## src/rtl/alu_input_sequencer.sv

```systemverilog
// Operand/opcode entry sequencer for the board-level ALU: four debounced push-buttons
// walk an FSM that loads A, B and the opcode, then captures and shows the ALU result.
module alu_input_sequencer #(
  parameter int unsigned NB_OPERANDO = 8,
  parameter int unsigned NB_OPCODE   = 6,
  parameter int unsigned NB_OUT      = 8,
  parameter int unsigned N_DEBOUNCE  = 4
) (
  input  logic                   i_clk,
  input  logic                   i_reset,
  input  logic [NB_OPERANDO-1:0] i_switch,
  input  logic                   i_boton_1,
  input  logic                   i_boton_2,
  input  logic                   i_boton_3,
  input  logic                   i_boton_4,
  input  logic [NB_OUT-1:0]      i_alu_result,
  output logic [NB_OPERANDO-1:0] o_dato_a,
  output logic [NB_OPERANDO-1:0] o_dato_b,
  output logic [NB_OPCODE-1:0]   o_opcode,
  output logic [NB_OUT-1:0]      o_result,
  output logic                   o_valid,
  output logic                   o_error,
  output logic [2:0]             o_state
);

  localparam int unsigned N_BTN  = 4;
  localparam int unsigned NB_CNT = $clog2(N_DEBOUNCE + 1);

  typedef enum logic [2:0] {
    S_A    = 3'd0,
    S_B    = 3'd1,
    S_OP   = 3'd2,
    S_EXEC = 3'd3,
    S_SHOW = 3'd4
  } state_e;

  // ---------------------------------------------------------------------------
  // Button conditioning: 2-flop sync, level debounce, registered rising pulse
  // ---------------------------------------------------------------------------
  logic [N_BTN-1:0]  btn_raw;
  logic [N_BTN-1:0]  sync1_q, sync1_d;
  logic [N_BTN-1:0]  sync2_q, sync2_d;
  logic [N_BTN-1:0]  deb_q, deb_d;
  logic [N_BTN-1:0]  press_q, press_d;
  logic [NB_CNT-1:0] cnt_q [N_BTN];
  logic [NB_CNT-1:0] cnt_d [N_BTN];

  assign btn_raw = {i_boton_4, i_boton_3, i_boton_2, i_boton_1};

  always_comb begin
    sync1_d = btn_raw;
    sync2_d = sync1_q;
    deb_d   = deb_q;
    press_d = '0;
    for (int i = 0; i < int'(N_BTN); i++) begin
      cnt_d[i] = '0;
      // counter only runs while the synced level disagrees with the debounced one
      if (sync2_q[i] != deb_q[i]) begin
        if (cnt_q[i] == NB_CNT'(N_DEBOUNCE - 1)) begin
          deb_d[i]   = sync2_q[i];
          press_d[i] = sync2_q[i];
        end else begin
          cnt_d[i] = cnt_q[i] + NB_CNT'(1);
        end
      end
    end
  end

  always_ff @(posedge i_clk or negedge i_reset) begin
    if (!i_reset) begin
      sync1_q <= '0;
      sync2_q <= '0;
      deb_q   <= '0;
      press_q <= '0;
      for (int i = 0; i < int'(N_BTN); i++) begin
        cnt_q[i] <= '0;
      end
    end else begin
      sync1_q <= sync1_d;
      sync2_q <= sync2_d;
      deb_q   <= deb_d;
      press_q <= press_d;
      for (int i = 0; i < int'(N_BTN); i++) begin
        cnt_q[i] <= cnt_d[i];
      end
    end
  end

  // ---------------------------------------------------------------------------
  // Opcode legality
  // ---------------------------------------------------------------------------
  logic [NB_OPCODE-1:0] op_sw;
  logic                 op_legal;

  assign op_sw = i_switch[NB_OPCODE-1:0];

  always_comb begin
    op_legal = 1'b0;
    case (op_sw)
      NB_OPCODE'(6'b100000),
      NB_OPCODE'(6'b100010),
      NB_OPCODE'(6'b100100),
      NB_OPCODE'(6'b100101),
      NB_OPCODE'(6'b100110),
      NB_OPCODE'(6'b000011),
      NB_OPCODE'(6'b000010),
      NB_OPCODE'(6'b100111): op_legal = 1'b1;
      default:               op_legal = 1'b0;
    endcase
  end

  // ---------------------------------------------------------------------------
  // Entry FSM
  // ---------------------------------------------------------------------------
  state_e                 state_q, state_d;
  logic [NB_OPERANDO-1:0] dato_a_q, dato_a_d;
  logic [NB_OPERANDO-1:0] dato_b_q, dato_b_d;
  logic [NB_OPCODE-1:0]   opcode_q, opcode_d;
  logic [NB_OUT-1:0]      result_q, result_d;
  logic                   valid_q, valid_d;
  logic                   error_q, error_d;
  logic                   p1, p2, p3, p4;

  assign p1 = press_q[0];
  assign p2 = press_q[1];
  assign p3 = press_q[2];
  assign p4 = press_q[3];

  // Within each state the if/else order gives priority 1>2>3>4 among legal presses
  always_comb begin
    state_d  = state_q;
    dato_a_d = dato_a_q;
    dato_b_d = dato_b_q;
    opcode_d = opcode_q;
    result_d = result_q;
    valid_d  = valid_q;
    error_d  = error_q;
    case (state_q)
      S_A: begin
        if (p1) begin
          dato_a_d = i_switch;
          state_d  = S_B;
        end
      end
      S_B: begin
        if (p1) begin
          dato_a_d = i_switch;
        end else if (p2) begin
          dato_b_d = i_switch;
          state_d  = S_OP;
        end
      end
      S_OP: begin
        if (p1) begin
          dato_a_d = i_switch;
          error_d  = 1'b0;
          state_d  = S_B;
        end else if (p3) begin
          opcode_d = op_sw;
          if (op_legal) begin
            error_d = 1'b0;
            state_d = S_EXEC;
          end else begin
            error_d = 1'b1;
          end
        end
      end
      S_EXEC: begin
        result_d = i_alu_result;
        valid_d  = 1'b1;
        state_d  = S_SHOW;
      end
      S_SHOW: begin
        if (p1) begin
          dato_a_d = i_switch;
          valid_d  = 1'b0;
          state_d  = S_B;
        end else if (p3) begin
          opcode_d = op_sw;
          valid_d  = 1'b0;
          if (op_legal) begin
            error_d = 1'b0;
            state_d = S_EXEC;
          end else begin
            error_d = 1'b1;
            state_d = S_OP;
          end
        end else if (p4) begin
          valid_d = 1'b0;
          state_d = S_OP;
        end
      end
      default: begin
        valid_d = 1'b0;
        state_d = S_A;
      end
    endcase
  end

  always_ff @(posedge i_clk or negedge i_reset) begin
    if (!i_reset) begin
      state_q  <= S_A;
      dato_a_q <= '0;
      dato_b_q <= '0;
      opcode_q <= '0;
      result_q <= '0;
      valid_q  <= 1'b0;
      error_q  <= 1'b0;
    end else begin
      state_q  <= state_d;
      dato_a_q <= dato_a_d;
      dato_b_q <= dato_b_d;
      opcode_q <= opcode_d;
      result_q <= result_d;
      valid_q  <= valid_d;
      error_q  <= error_d;
    end
  end

  assign o_dato_a = dato_a_q;
  assign o_dato_b = dato_b_q;
  assign o_opcode = opcode_q;
  assign o_result = result_q;
  assign o_valid  = valid_q;
  assign o_error  = error_q;
  assign o_state  = state_q;

endmodule

```

## config.mk

```make
export PLATFORM = sky130hd
export DESIGN_NAME = alu_input_sequencer
export DESIGN_NICKNAME = d
export VERILOG_FILES = /design/src/rtl/alu_input_sequencer.sv
export SDC_FILE = /design/constraint.sdc
export NUM_CORES = 1
export LEC_CHECK = 0
export CORE_MARGIN = 2
export CORE_UTILIZATION = 30
export DETAILED_ROUTE_END_ITERATION = 10
export HOLD_SLACK_MARGIN = 0.03
export PLACE_DENSITY = 0.51
export SYNTH_ARGS = -nofsm -noshare
export SYNTH_HDL_FRONTEND = slang
export SYNTH_SLANG_ARGS = --single-unit
export TNS_END_PERCENT = 5
```

## constraint.sdc

```tcl
create_clock -name i_clk -period 4.5 [get_ports i_clk]
set_clock_uncertainty 0.05 [all_clocks]
set_input_delay 0.9 -clock i_clk [delete_from_list [all_inputs] [get_ports i_clk]]
set_output_delay 0.9 -clock i_clk [all_outputs]
set_load 0.02 [all_outputs]
```

==> flow_metrics.py <==
metrics = {
    "sta": {
        "setup-tns-final_ns": 0,
        "finalCritPeriodShare": 0.5703,
        "fin_crit_ns": 2.566,
        "maxSlewHeadroom": 0.4350,
        "setup_viol": 0,
        "maxSlewViolCount": 0,
        "hold_viol_final": 0,
        "rsz0062_at_grt": "false",
        "fmaxAchievable_mhz": 389.7,
        "worst_pin_slew_ns": 0.8475,
    },
    "cells_and_area": {
        "final_nets": 257,
        "antenna_cells": 0,
        "post-route-util": 0.4128,
        "design_area_sq_um": 3341,
        "drive_gt1_frac": 0.2415,
        "area_growth_pct": 35.26,
    },
    "synth": {
        "synth_fp_nets": 193,
        "yosysSeqAreaShare": 0.6383,
        "synthFlopType": "dfrtp_1",
        "yosys-top-cells-area": "dfrtp_1 (64%), mux2_2 (16%), nor3b_1 (2.1%)",
        "yosysTopAreaCell": "dfrtp_1",
        "ys_warn_count": 0,
        "synth-seq-cells": 63,
        "synth-edff-count": 0,
        "synthesis.area_sq_um": 2470,
        "synth_cell_types": 29,
        "synth.avg_cell_area_sq_um": 14.79,
        "postSynthCellCount": 167,
        "synth.top_cell.area_share": 0.6383,
        "ys_async_sr_fraction": 1.000,
    },
    "clocking": {
        "clockBufferDepth": 2,
        "numCtsBuffers": 9,
        "ctsResizeCount": 0,
        "cts_max_level": 3,
        "clk_latency_ns": 0.33,
        "path_clk_slew_ns": 0.07,
        "clock_sinks": 63,
        "hold_buffers": 0,
        "cts_setup_buffers": 0,
        "cts_tree": "built",
        "root_buffer": "clkbuf_8",
    },
    "route": {
        "detail-route-antenna-nets": 0,
        "dr.pass1.iters": 4,
        "dr.first_iter.drc_count": 107,
        "wl_per_cell_microns": 12.93,
        "post_drt_via_cell_ratio": 4.466,
        "drc": 0,
        "drt_wl_total_microns": 4410,
        "vias": 1523,
    },
    "global_routing": {
        "grt_use_met1": 0.1373,
        "grt.busiest_layer": "met2",
        "grt_pass1_wl_microns": 7472,
        "grt_max_degree": 39,
        "use_met3": 0.06943,
        "gr-total-overflow": 0,
        "grtUsageTotal": 0.1114,
        "use_met2": 0.1602,
        "antenna_found_initial": 0,
        "grt_pass1_vias": 1553,
    },
    "worst_setup_path": {
        "critPathLaunchType": "flop",
        "cp.buffers_inverters": 1,
        "reg2reg_from": "o_state[0]",
        "endpoint_kind": "primary output",
        "crit_type": "flop to primary output",
        "slowest_delay_ns": 0.71,
        "critical_path_peak_fanout": 10,
        "worstRegToRegCells": 3,
        "required_ns": 3.55,
        "crit_family": "buffers and inverters",
        "cp_slowest_cell": "clkdlybuf4s50_1",
        "arrival_ns": 1.62,
        "r2r-end": "o_dato_b[3]",
        "rrSetupSlack_ns": 2.61,
        "crit_path_cell_trace": "clkdlybuf4s50_1",
    },
    "min_path": {
        "holdPathEnd": "sync2_q[1]",
        "min_path_type": "flop to flop",
        "hold_start": "sync1_q[1]",
        "worstHoldPathCells": 0,
    },
    "floorplan": {
        "die_x_microns": 94.74,
        "start_util": 0.3052,
        "die_area_sq_um": 8975,
        "io_pins": 57,
        "fp-row-count": 33,
        "fp.dieH_microns": 94.74,
        "core_area_sq_um": 8093,
    },
    "power": {
        "p_per_area_nw_per_um2": 620.3,
        "ir_drop_uv": 301.3,
        "p_clk_frac": 0.242,
        "leakage_nw": 1.454,
        "power.total_mw": 2.072,
        "p_int_mw": 1.437,
        "seqPwrFrac": 0.412,
        "netSwitchingFraction": 0.3067,
        "switching_power_mw": 0.6355,
        "power_frac_comb": 0.347,
    },
    "place": {
        "port_buffers": 56,
        "place_area_sq_um": 3132,
        "dp_hpwl_microns": 3124,
        "gp_congestion": 0.6988,
    },
    "flow_run": {
        "cap_violations": 0,
    },
    "run_status": {
        "outcome": "finished, final reports clean",
    },
}
[worst max-delay path by stage]
stage                     cells past startpoint         from         end
after floorplan                               4  i_switch[2]  o_state[0]
after global placement                        5  i_switch[2]  o_state[0]
after detailed placement                      5  i_switch[2]  o_state[0]
after CTS                                     1   o_state[2]  o_state[2]
after global routing                          1   o_state[2]  o_state[2]
final                                         1   o_state[2]  o_state[2]
[power groups by stage]
stage	registers [mW]	clock network, mW	logic (mW)
floorplan	0.990	0	0.271
global placement	0.864	0	0.723
detailed placement	0.867	0	0.728
CTS	0.858	0.520	0.730
global route	0.881	0.552	0.780
finish	0.853	0.501	0.718
[synth_stat cells, types with 2 or more instances]
cell      count
a22oi_1       2
a21oi_1       4
nor3_1        6
nand2b_1      2
inv_1         3
nor3b_1       7
nor2b_1       6
buf_2         2
ha_1          4
and3b_1       5
buf_6         2
xnor2_1       4
mux2_2       35
nand2_1       3
nor2_1        6
dfrtp_1      63
[flip-flops by register name, indices dropped and copies added, names as in the netlist]
name / count
cnt_q: 12
o_dato_a: 8
o_dato_b: 8
o_result: 8
o_opcode: 6
deb_q: 4
press_q: 4
sync1_q: 4
sync2_q: 4
o_state: 3
o_error: 1
o_valid: 1
[per-stage QoR]
step / hold WS (ns) / setup slack, ns / std cells
after floorplan: 0.2812 / 2.674 / 167
after global placement: 0.2824 / 2.071 / 325
after detailed placement: 0.2847 / 2.016 / 325
after CTS: 0.2980 / 1.905 / 341
after global routing: 0.3106 / 1.836 / 341
final: 0.2956 / 1.934 / 341
[final cells by class]
type / instances / area (sq um)
clock buffers: 13 / 168.9
clock inverters: 3 / 40.04
fillers: 799 / 4752
inverters: 3 / 11.26
multi-input cells: 97 / 849.6
flip-flops and latches: 63 / 1577
well taps: 105 / 131.4
repair buffers: 57 / 563.0
[cells in the final DEF (no fill, tap or decap), drive strengths merged]
cell type	Yosys	final
a21oi	4	4
a22oi	2	2
and3b	5	5
buf	4	2
bufinv	0	1
clkbuf	0	13
clkdlybuf4s50	0	55
clkinv	0	2
dfrtp	63	63
ha	4	4
inv	3	3
mux2	35	35
mux2i	1	1
nand2	3	3
nand2b	2	2
nand3	1	1
nor2	6	6
nor2b	7	7
nor3	6	6
nor3b	7	7
nor4	1	1
nor4bb	1	1
o211ai	1	1
o21ai	2	2
o21ba	1	1
o22ai	1	1
o31a	1	1
o32a	1	1
o32ai	1	1
xnor2	4	4
[logic make-up after synthesis]
logic type / count (synthesis) / share of synthesized area
simple gates: 39 / 0.1033
buf+inv: 7 / 0.01773
compound gates: 14 / 0.04255
fa+ha+maj: 4 / 0.02026
mux: 36 / 0.1636
xor+xnor: 4 / 0.01418
flops: 63 / 0.6383
[layer usage]
layer | up-vias | part of all wire
met3 | 4 | 0.092
met5 | - | 0
met1 | 749 | 0.45
met2 | 52 | 0.45
met4 | 0 | 0.0084
li1 | 718 | -
Power figures use the tool's default switching activity.
